**config.mk**
```make
export PLATFORM = sky130hd
export DESIGN_NAME = bin_to_bcd_display
export DESIGN_NICKNAME = d
export VERILOG_FILES = /design/src/rtl/bin_to_bcd_display.sv
export SDC_FILE = /design/constraint.sdc
export NUM_CORES = 1
export LEC_CHECK = 0
export ABC_AREA = 1
export CORE_ASPECT_RATIO = 1.75
export CORE_UTILIZATION = 45
export DETAILED_ROUTE_END_ITERATION = 10
export MAX_ROUTING_LAYER = met4
export PLACE_DENSITY = 0.68
export SYNTH_ARGS = -nofsm -noshare
export SYNTH_HDL_FRONTEND = slang
export SYNTH_SLANG_ARGS = --single-unit
```
**constraint.sdc**
```tcl
create_clock -name clk -period 2.68 [get_ports clk]
set_clock_uncertainty 0.2 [all_clocks]
set_input_delay 0.536 -clock clk [delete_from_list [all_inputs] [get_ports clk]]
set_output_delay 0.536 -clock clk [all_outputs]
set_load 0.02 [all_outputs]
```
**src/rtl/bin_to_bcd_display.sv**
```systemverilog
// Sequential shift-add-3 binary-to-BCD converter feeding a seven-segment driver.
// Build option BCD_SATURATE_EN: overflow inputs convert as MAX_VAL instead of an error pattern.
module bin_to_bcd_display #(
  parameter int BIN_W   = 14,
  parameter int DIGITS  = 4,
  parameter int MAX_VAL = 9999
) (
  input  logic                  clk,
  input  logic                  rst_n,
  input  logic                  start,
  input  logic [BIN_W-1:0]      bin,
  output logic                  busy,
  output logic                  done,
  output logic [4*DIGITS-1:0]   bcd,
  output logic                  ovf
);

  localparam int                BCD_W      = 4 * DIGITS;
  localparam int                CNT_W      = $clog2(BIN_W + 1);
  localparam logic [CNT_W-1:0]  LAST_SHIFT = CNT_W'(BIN_W - 1);
  localparam logic [31:0]       MAX_U      = 32'(MAX_VAL);

  typedef enum logic [1:0] {
    IDLE   = 2'd0,
    SHIFT  = 2'd1,
    FINISH = 2'd2
  } state_t;

  state_t             state, state_nxt;
  logic [BIN_W-1:0]   shift_reg;
  logic [BCD_W-1:0]   bcd_acc;
  logic [BCD_W-1:0]   bcd_adj;
  logic [BCD_W-1:0]   bcd_result;
  logic [CNT_W-1:0]   bit_cnt;
  logic [BIN_W-1:0]   load_val;
  logic               ovf_lat;
  logic               in_ovf;
  logic               accept;
  logic               shift_en;
  logic               finish;

  // Compare in 32 bits so a MAX_VAL beyond the input range simply never overflows.
  assign in_ovf = (32'(bin) > MAX_U);

`ifdef BCD_SATURATE_EN
  localparam logic [BIN_W-1:0] MAX_BIN = BIN_W'(MAX_VAL);
  assign load_val   = in_ovf ? MAX_BIN : bin;
  assign bcd_result = bcd_acc;
`else
  localparam logic [BCD_W-1:0] ERR_PATTERN = {DIGITS{4'hE}};
  assign load_val   = bin;
  assign bcd_result = ovf_lat ? ERR_PATTERN : bcd_acc;
`endif

  // State register
  // NOTE: sequential state uses non-blocking (<=) so every flop samples pre-edge values.
  always_ff @(posedge clk or negedge rst_n) begin
    if (!rst_n) state <= IDLE;
    else        state <= state_nxt;
  end

  // Next-state logic
  // NOTE: assign a default before the case so no path leaves state_nxt unassigned (no latch).
  always_comb begin
    state_nxt = state;
    unique case (state)
      IDLE:    if (start) state_nxt = SHIFT;
      SHIFT:   if (bit_cnt == LAST_SHIFT) state_nxt = FINISH;
      FINISH:  state_nxt = IDLE;
      default: state_nxt = IDLE;
    endcase
  end

  // Output / control decode
  always_comb begin
    busy     = (state != IDLE);
    accept   = (state == IDLE) && start;
    shift_en = (state == SHIFT);
    finish   = (state == FINISH);
  end

  // Add 3 to each nibble >= 5 before the shift; nibbles are < 10 so no carry out.
  always_comb begin
    bcd_adj = bcd_acc;
    for (int d = 0; d < DIGITS; d++) begin
      if (bcd_acc[4*d +: 4] >= 4'd5) bcd_adj[4*d +: 4] = bcd_acc[4*d +: 4] + 4'd3;
    end
  end

  // Conversion datapath
  always_ff @(posedge clk or negedge rst_n) begin
    if (!rst_n) begin
      shift_reg <= '0;
      bcd_acc   <= '0;
      bit_cnt   <= '0;
      ovf_lat   <= 1'b0;
    end else if (accept) begin
      shift_reg <= load_val;
      bcd_acc   <= '0;
      bit_cnt   <= '0;
      ovf_lat   <= in_ovf;
    end else if (shift_en) begin
      {bcd_acc, shift_reg} <= {bcd_adj[BCD_W-2:0], shift_reg, 1'b0};
      bit_cnt              <= bit_cnt + 1'b1;
    end
  end

  // Result registers only move on the FINISH edge, so bcd never shows a partial value.
  always_ff @(posedge clk or negedge rst_n) begin
    if (!rst_n) begin
      bcd  <= '0;
      ovf  <= 1'b0;
      done <= 1'b0;
    end else begin
      done <= finish;
      if (finish) begin
        bcd <= bcd_result;
        ovf <= ovf_lat;
      end
    end
  end

endmodule

```
==> out/results.tsv, run 1 <==
metric	value	unit
via count	2179	
Buffers on Ports	35	
#FFs+latches synth	55	
DR DRC count	0	
Die X-Extent	59.70	um
syn avg cell area	8.191	um^2
Hold Fails Final Rpt	2	
failing checks	hold timing	
final net count	384	
CP Launch Type	register	
# IOs	36	
1st-iter DRT viols	64	
Starting Density	0.4693	
DRT antenna net count	0	
Post-Place Worst Slack	631.9	ps
fmax	0.4547	GHz
Routed WL	5231	um
Clk Latency, worst-skew pair	310	ps
post-cts resize count	0	
most frequent cell after synthesis	nand2_1	
final slew viol count	0	
reg2reg path depth	5	
final core utilization	0.5636	
asr flop ratio synth	1.000	
Post-synth EDFFs	0	
n_diodes	0	
Syn Inst Count	320	
Cell Area, Synth	2621	um^2
Critical Path RT	1940	ps
Core Area	5585	um^2
critical path arrival	1460	ps
Slew @ Worst Pin	534.8	ps
CP Max Fanout	3	
Setup violations, final	0	
Synth Flop Type	dfrtp_1	
TNS Setup	0	ps
Post-CTS Hold Buffers	0	
status	finished with violations	
Syn. warnings	0	
P per Cell Area	1059	nW/um^2
max_slew headroom	0.6430	
vias in the first global route	2117	
Lkg Pwr	1.562	nW
clk buf depth	2	
die height	103.0	um
synth cell count leaders	105 x nand2_1, 55 x dfrtp_1, 33 x inv_1	
design area	3148	um^2
Worst setup EP type	output port	
Hold WS	-1.146	ps
FP Rows	36	
setup repair bufs after CTS	0	
Yosys cell types	19	
Total GRT Usage	0.2028	
min Tclk post-route	2199	ps
largest net degree at the start of global routing	56	
area of the die	6147	um^2
final-layout fill cell count	581	
H-tree depth	2	
Final Wtd Congestion	0.7541	
register area share after synthesis	0.5251	
clk sink count	55	
DR WL/cell	12.05	um
RSZ-0062 raised after global routing	no	
dpl cell area	3059	um^2
post-synth top area share	0.5251	
layout cells sized above 1	0.05866	
initial antenna violation count	0	
clock-pin transition on the worst setup and hold timing paths	100	ps
CTS Buf Count	5	
DR vias/cell	5.021	
half-perimeter wire length after placement	3737	um
grt ovf	0	
IR drop worst, VDD	0.4569	mV
Mapped Nets	347	
setup slack, reg-to-reg	1070	ps
global-route wire length before repair	9156	um
CTS tree	yes	
reg-to-reg critical path endpoint	bcd_acc[12]	
CTS Root Cell	clkbuf_8	
top cells by area, synth	dfrtp_1 53%, nand2_1 15%, nand3_1 5.9%, ha_1 4.8%, inv_1 4.7%	
post-synth top area cell	dfrtp_1	
worst r2r src	state[1]	
final period utilization	0.8205	
worst hold-check path type	in -> async	
Max-Cap Viols	0	
worst setup path class	reg -> out	
area grow syn2layout	20.10	%
final worst setup slack	480.9	ps
drt pass-1 iters	4	
==> layout make-up <==
| cell class | instances | area, um^2 | area share |
|---|---|---|---|
| timing repair buffer | 38 | 392.9 | 0.1248 |
| multi-input combinational | 220 | 1056 | 0.3355 |
| clock inverter | 3 | 20.02 | 0.006359 |
| tap | 76 | 95.09 | 0.03021 |
| clock buffer | 5 | 68.82 | 0.02186 |
| sequential | 55 | 1376 | 0.4372 |
| inverter | 37 | 138.9 | 0.04412 |
==> critical path, cell delays in order (launching register included) <==
cell	delay, ps
dfrtp_1	420
inv_2	70
nand2_1	70
clkdlybuf4s50_1	590
==> placed cells by master (no fill, tap or decap), drive strengths merged <==
cell type / count
nor2: 23
o21bai: 3
clkdlybuf4s50: 34
nand2: 107
inv: 37
clkinv: 1
nand3: 32
ha: 10
o21ai: 19
o211ai: 3
dfrtp: 55
buf: 4
clkinvlp: 2
a21oi: 14
clkbuf: 5
nand4: 8
o22ai: 1
==> where the power goes <==
group | internal, mW | switching (mW) | leakage, nW
clock | 0.182 | 0.275 | 0.0402
sequential | 1.16 | 0.224 | 0.683
combinational | 0.596 | 0.896 | 0.839
total | 1.94 | 1.39 | 1.56
==> how the worst max path moves through the flow <==
| stage | startpoint | to | slack, ps | cells past startpoint |
|---|---|---|---|---|
| finish | state[0] | busy | 480 | 3 |
| CTS | state[0] | busy | 460 | 3 |
| global route | state[0] | busy | 430 | 3 |
| detailed placement | start | bcd_acc[11] | 630 | 4 |
| floorplan | state[0] | busy | 1330 | 2 |
| global placement | start | shift_reg[7] | 670 | 5 |
==> per-layer routing <==
layer  vias up  track usage  share of wire
met5         -            -              0
met4         0      0.08766          0.019
met3         8      0.03011          0.029
met2        54       0.3581           0.54
met1      1019       0.2193           0.41
li1       1098            -              -
==> per-stage QoR <==
| stage | power, mW | instances | hold slack [ps] |
|---|---|---|---|
| 2_1_floorplan | 2.429 | 320 | 40.41 |
| 3_3_place_gp | 2.858 | 426 | 267.4 |
| 3_5_place_dp | 2.906 | 426 | 272.6 |
| 4_1_cts | 3.369 | 434 | 5.329 |
| 5_1_grt | 3.653 | 434 | 38.13 |
| 6_report | 3.332 | 434 | -1.146 |
==> logic make-up (layout without fill, tap and decap cells) <==
logic type	count (synthesis)	count (layout)	share of synthesized area
fa+ha+maj	10	10	0.04773
buf+inv	45	83	0.07208
simple gates	170	170	0.2711
flops	55	55	0.5251
compound gates	40	40	0.08401
Power figures use the tool's default switching activity.
==> run 2: changes to the inputs <==
Clock period 2.68 ns to 2.15 ns, I/O delays scaled along.
==> run 2 against run 1 <==
The flow now finishes without violations. Total power is 29% higher. Clock power is 53% higher. Clock-buffer cell count is 1 higher. Non-clock buffer count is 3 higher. Global-route usage is 0.25 points higher. Via count is 0.46% higher. Utilization is 0.96 points higher. Hold slack better by 290 ps. Largest cell class unchanged.
==> out/results.tsv, run 2 (synthesis results as in run 1) <==
metric	value	unit	change
CTS tree	yes		unchanged
Hold WS	286.5	ps	was -1.146 ps
Setup violations, final	0		unchanged
worst setup path class	reg -> out		unchanged
Buffers on Ports	35		unchanged
DR vias/cell	5.009		was 5.021
H-tree depth	2		unchanged
TNS Setup	0	ps	unchanged
Routed WL	5280	um	was 5231 um
initial antenna violation count	0		unchanged
die height	103.0	um	unchanged
Clk Latency, worst-skew pair	300	ps	was 310 ps
half-perimeter wire length after placement	3792	um	was 3737 um
min Tclk post-route	2074	ps	
IR drop worst, VDD	0.6028	mV	was 0.4569 mV
final period utilization	0.9648		
clk sink count	55		unchanged
final net count	387		was 384
# IOs	36		unchanged
CP Launch Type	register		unchanged
Lkg Pwr	1.596	nW	was 1.562 nW
Core Area	5585	um^2	unchanged
DR WL/cell	12.08	um	was 12.05 um
global-route wire length before repair	9466	um	was 9156 um
P per Cell Area	1346	nW/um^2	was 1059 nW/um^2
Starting Density	0.4693		unchanged
reg-to-reg critical path endpoint	bit_cnt[3]		was bcd_acc[12]
clock-pin transition on the worst setup and hold timing paths	90	ps	was 100 ps
Worst setup EP type	output port		unchanged
final-layout fill cell count	547		was 581
area grow syn2layout	22.15	%	was 20.10%
max_slew headroom	0.6489		was 0.6430
final slew viol count	0		unchanged
worst r2r src	state[1]		unchanged
commonest non-fill, non-tap cell in the layout	nand2_1		unchanged
Critical Path RT	1520	ps	was 1940 ps
layout cells sized above 1	0.06371		was 0.05866
Hold Fails Final Rpt	0		was 2
largest net degree at the start of global routing	56		unchanged
clk buf depth	2		unchanged
drt pass-1 iters	4		unchanged
crit path to	busy		unchanged
grt ovf	0		unchanged
RSZ-0062 raised after global routing	no		unchanged
area of the die	6147	um^2	unchanged
Max-Cap Viols	0		unchanged
Total Power	4.309	mW	was 3.332 mW
worst hold-check path type	reg -> reg		was in -> async
FP Rows	36		unchanged
status	completed		was finished with violations
setup slack, reg-to-reg	560	ps	was 1070 ps
CTS Root Cell	clkbuf_8		unchanged
reg2reg path depth	6		was 5
CP Launch Point	state[0]		unchanged
n_diodes	0		unchanged
Final Wtd Congestion	0.7983		was 0.7541
Total GRT Usage	0.2052		was 0.2028
area occupied by registers	1376	um^2	unchanged
DR DRC count	0		unchanged
via count	2189		was 2179
vias in the first global route	2164		was 2117
CP Max Fanout	3		unchanged
commonest cells after routing, fill and taps aside	105 x nand2_1, 55 x dfrtp_1, 34 x clkdlybuf4s50_1		unchanged
fmax	0.4821	GHz	
Slew @ Worst Pin	525.9	ps	was 534.8 ps
DRT antenna net count	0		unchanged
CTS Buf Count	5		unchanged
multi-input logic area	1056	um^2	unchanged
1st-iter DRT viols	86		was 64
Die X-Extent	59.70	um	unchanged
critical path arrival	1440	ps	was 1460 ps
-- run 2: changes by cell type in the layout (fill, tap and decap cells not counted), sizes merged --
cell         change
buf              +2
clkinvlp         -2
bufinv           +1
clkbuf           +1
dlygate4sd3      +1
-- run 2: worst min-delay path by stage --
stage                        startpoint            end  slack [ps]  depth (start not counted)
after floorplan                   rst_n         bcd[0]         -70                          0
after global placement            rst_n     bit_cnt[2]         250                          2
after detailed placement          rst_n     bit_cnt[2]         250                          2
after CTS                   bcd_acc[13]    bcd_acc[13]         290                          2
after global routing      shift_reg[11]  shift_reg[11]         340                          2
final                            bcd[0]         bcd[0]         290                          2
-- run 2: per-layer routing --
layer / routed length, um / part of all wire / global-route usage / up-vias
met2: 2876 / 0.54 / 0.3615 / 40
met5: 0 / 0 / - / -
li1: - / - / - / 1103
met3: 140 / 0.027 / 0.02635 / 6
met1: 2197 / 0.42 / 0.2359 / 1040
met4: 66 / 0.013 / 0.06619 / 0
-- run 2: where the power goes --
part,switching (mW),internal (mW),total [mW]
Combinational,1.12,0.758,1.88
Sequential,0.282,1.45,1.73
Clock,0.326,0.377,0.703
-- run 2: metrics by stage --
step                      area (um^2)  utilization  std cells  setup WS [ps]
final                            3202       0.5733        437          75.71
after global routing             3202       0.5733        437          12.25
after CTS                        3194       0.5719        436          32.75
after detailed placement         3067       0.5491        427          323.0
after global placement           3067       0.5491        427          355.4
after floorplan                  2621            -        320          806.1
-- run 2: cell type report --
| class | instances | area share |
|---|---|---|
| Clock inverter | 2 | 0.01094 |
| Inverter | 37 | 0.04338 |
| Sequential cell | 55 | 0.4299 |
| Multi-Input combinational cell | 220 | 0.3298 |
| Timing Repair Buffer | 41 | 0.1305 |
| Tap cell | 76 | 0.02970 |
| Clock buffer | 6 | 0.02579 |
-- run 2: what timing repair did --
action,4_1_cts,5_1_grt
resized for setup,0,0
endpoints found under the hold margin,55,0
setup buffers,0,1
endpoints found under the setup margin,0,1
hold buffers,1,0
-- run 2: worst max-delay path: stages (launching register included) --
cell,delay [ps]
dfrtp_1,410
inv_2,70
nand2_1,70
clkdlybuf4s50_1,590
==> run 3: changes to the inputs <==
Settings changed: CORE_MARGIN set to 3, PLACE_DENSITY 0.68 to not set, PLACE_DENSITY_LB_ADDON set to 0.12.
==> run 3 against run 2 <==
Fmax grew 9.2%. Setup slack better by 170 ps. Combinational power hardly changed. Hold slack improved by 1.5 ps. Sequential power about the same. Critical path type unchanged.
==> out/results.tsv, run 3 (synthesis results as in run 1) <==
metric	value	unit	change
status	completed		unchanged
# IOs	36		unchanged
TNS Setup	0	ps	unchanged
Core Area	5585	um^2	unchanged
global-route wire length before repair	9328	um	was 9466 um
Max-Cap Viols	0		unchanged
Lkg Pwr	1.583	nW	was 1.596 nW
P per Cell Area	1310	nW/um^2	was 1346 nW/um^2
area occupied by registers	1376	um^2	unchanged
max_slew headroom	0.6378		was 0.6489
Worst setup EP type	output port		unchanged
largest net degree at the start of global routing	56		unchanged
Total Power	4.149	mW	was 4.309 mW
final net count	387		unchanged
Die X-Extent	63.70	um	was 59.70 um
Final Wtd Congestion	0.8600		was 0.7983
DR vias/cell	4.922		was 5.009
setup repair bufs after CTS	0		unchanged
commonest cells after routing, fill and taps aside	105 x nand2_1, 55 x dfrtp_1, 33 x inv_1, 33 x clkdlybuf4s50_1, 31 x nand3_1		was 105 x nand2_1, 55 x dfrtp_1, 34 x clkdlybuf4s50_1
final core utilization	0.5672		was 0.5733
CP max-delay cell	clkdlybuf4s50_1		unchanged
Critical Path RT	1520	ps	about the same
CP peak stage delay	610	ps	was 590 ps
Bufs and invs on worst path	1		was 2
layout cells sized above 1	0.05817		was 0.06371
clock-pin transition on the worst setup and hold timing paths	90	ps	about the same
via count	2151		was 2189
critical path arrival	1270	ps	was 1440 ps
clk sink count	55		unchanged
n_diodes	0		unchanged
CTS Root Cell	clkbuf_8		unchanged
fmax	0.5264	GHz	was 0.4821 GHz
final slew viol count	0		unchanged
1st-iter DRT viols	77		was 86
DRT antenna net count	0		unchanged
Hold Fails Final Rpt	0		unchanged
final-layout fill cell count	564		was 547
grt ovf	0		unchanged
CTS Buf Count	5		unchanged
final period utilization	0.8836		was 0.9648
H-tree depth	2		unchanged
Buffers on Ports	35		unchanged
min Tclk post-route	1900	ps	was 2074 ps
drt pass-1 iters	5		was 4
worst hold-check path type	reg -> reg		unchanged
register share of total power	0.416		was 0.401
die height	107.0	um	was 103.0 um
CP Max Fanout	2		was 3
clk buf depth	2		unchanged
half-perimeter wire length after placement	3662	um	was 3792 um
clock share of power	0.133		was 0.163
Top delay family on crit path	buffers and inverters		unchanged
initial antenna violation count	0		unchanged
final cell count without fillers	437		unchanged
Comb pwr share	0.451		was 0.436
Total GRT Usage	0.1746		was 0.2052
Routed WL	5235	um	was 5280 um
Cells after DPL	428		was 427
Slew @ Worst Pin	542.5	ps	was 525.9 ps
DR WL/cell	11.98	um	was 12.08 um
Setup violations, final	0		unchanged
multi-input logic area	1056	um^2	unchanged
Clk Latency, worst-skew pair	300	ps	about the same
DR DRC count	0		unchanged
vias in the first global route	2116		was 2164
FP Rows	36		unchanged
P_int	2.430	mW	was 2.581 mW
net switching power	1.719	mW	was 1.728 mW
worst setup path class	reg -> out		unchanged
area grow syn2layout	20.86	%	was 22.15%
Starting Density	0.4693		unchanged
RSZ-0062 raised after global routing	no		unchanged
IR drop worst, VDD	0.6453	mV	was 0.6028 mV
commonest non-fill, non-tap cell in the layout	nand2_1		unchanged
CP Cell Sequence	clkdlybuf4s50_1		was inv_2 > nand2_1 > clkdlybuf4s50_1
CTS tree	yes		unchanged
Sw Ratio	0.4143		was 0.4011
area of the die	6813	um^2	was 6147 um^2
CP Launch Type	register		unchanged
-- run 3: layout make-up --
type	count	area share
Tap cell	76	0.03002
Multi-Input combinational cell	220	0.3333
Sequential cell	55	0.4344
Clock buffer	7	0.02409
Timing Repair Buffer	41	0.1327
Inverter	37	0.04384
Clock inverter	1	0.001580
-- run 3: per-stage QoR --
| step | hold WS, ps | setup WS (ps) | instance area [um^2] |
|---|---|---|---|
| finish | 288.1 | 250.3 | 3168 |
| global route | 326.2 | 179.5 | 3168 |
| CTS | 295.6 | 22.03 | 3166 |
| detailed placement | 250.8 | 258.7 | 3074 |
| global placement | 249.2 | 305.5 | 3074 |
| floorplan | -65.59 | 806.1 | 2621 |
-- run 3: final timing paths --
| kind | startpoint | to | slack (ps) | cells past startpoint |
|---|---|---|---|---|
| max in group asynchronous | rst_n | bcd[10] | 1050 | 3 |
| worst min register to register | bcd[12] | bcd[12] | 290 | 2 |
| worst max register to register | state[1] | bcd_acc[11] | 530 | 5 |
| worst min-delay path | bcd[12] | bcd[12] | 290 | 2 |
| worst max-delay path | bcd[3] | bcd[3] | 250 | 1 |
| min in group asynchronous | rst_n | bcd[1] | 460 | 3 |
-- run 3: metal layers --
layer	global-route usage	routed length [um]	vias to the layer above
met5	-	0	-
met4	0.07110	105	0
met3	0.02621	158	9
met2	0.3089	2690	41
met1	0.1945	2280	1002
li1	-	-	1099
-- run 3: power by group through the flow --
stage	logic (mW)	registers, mW	clock network, mW
after floorplan	1.22	1.81	0
after global placement	1.86	1.74	0
after detailed placement	1.89	1.74	0
after CTS	1.90	1.72	0.574
after global routing	2.17	1.79	0.618
final	1.87	1.73	0.552
-- run 3: repair_timing --
action	CTS	global route
endpoints found under the setup margin	0	1
hold buffers	1	0
gates resized for setup	0	1
endpoints found under the hold margin	55	0
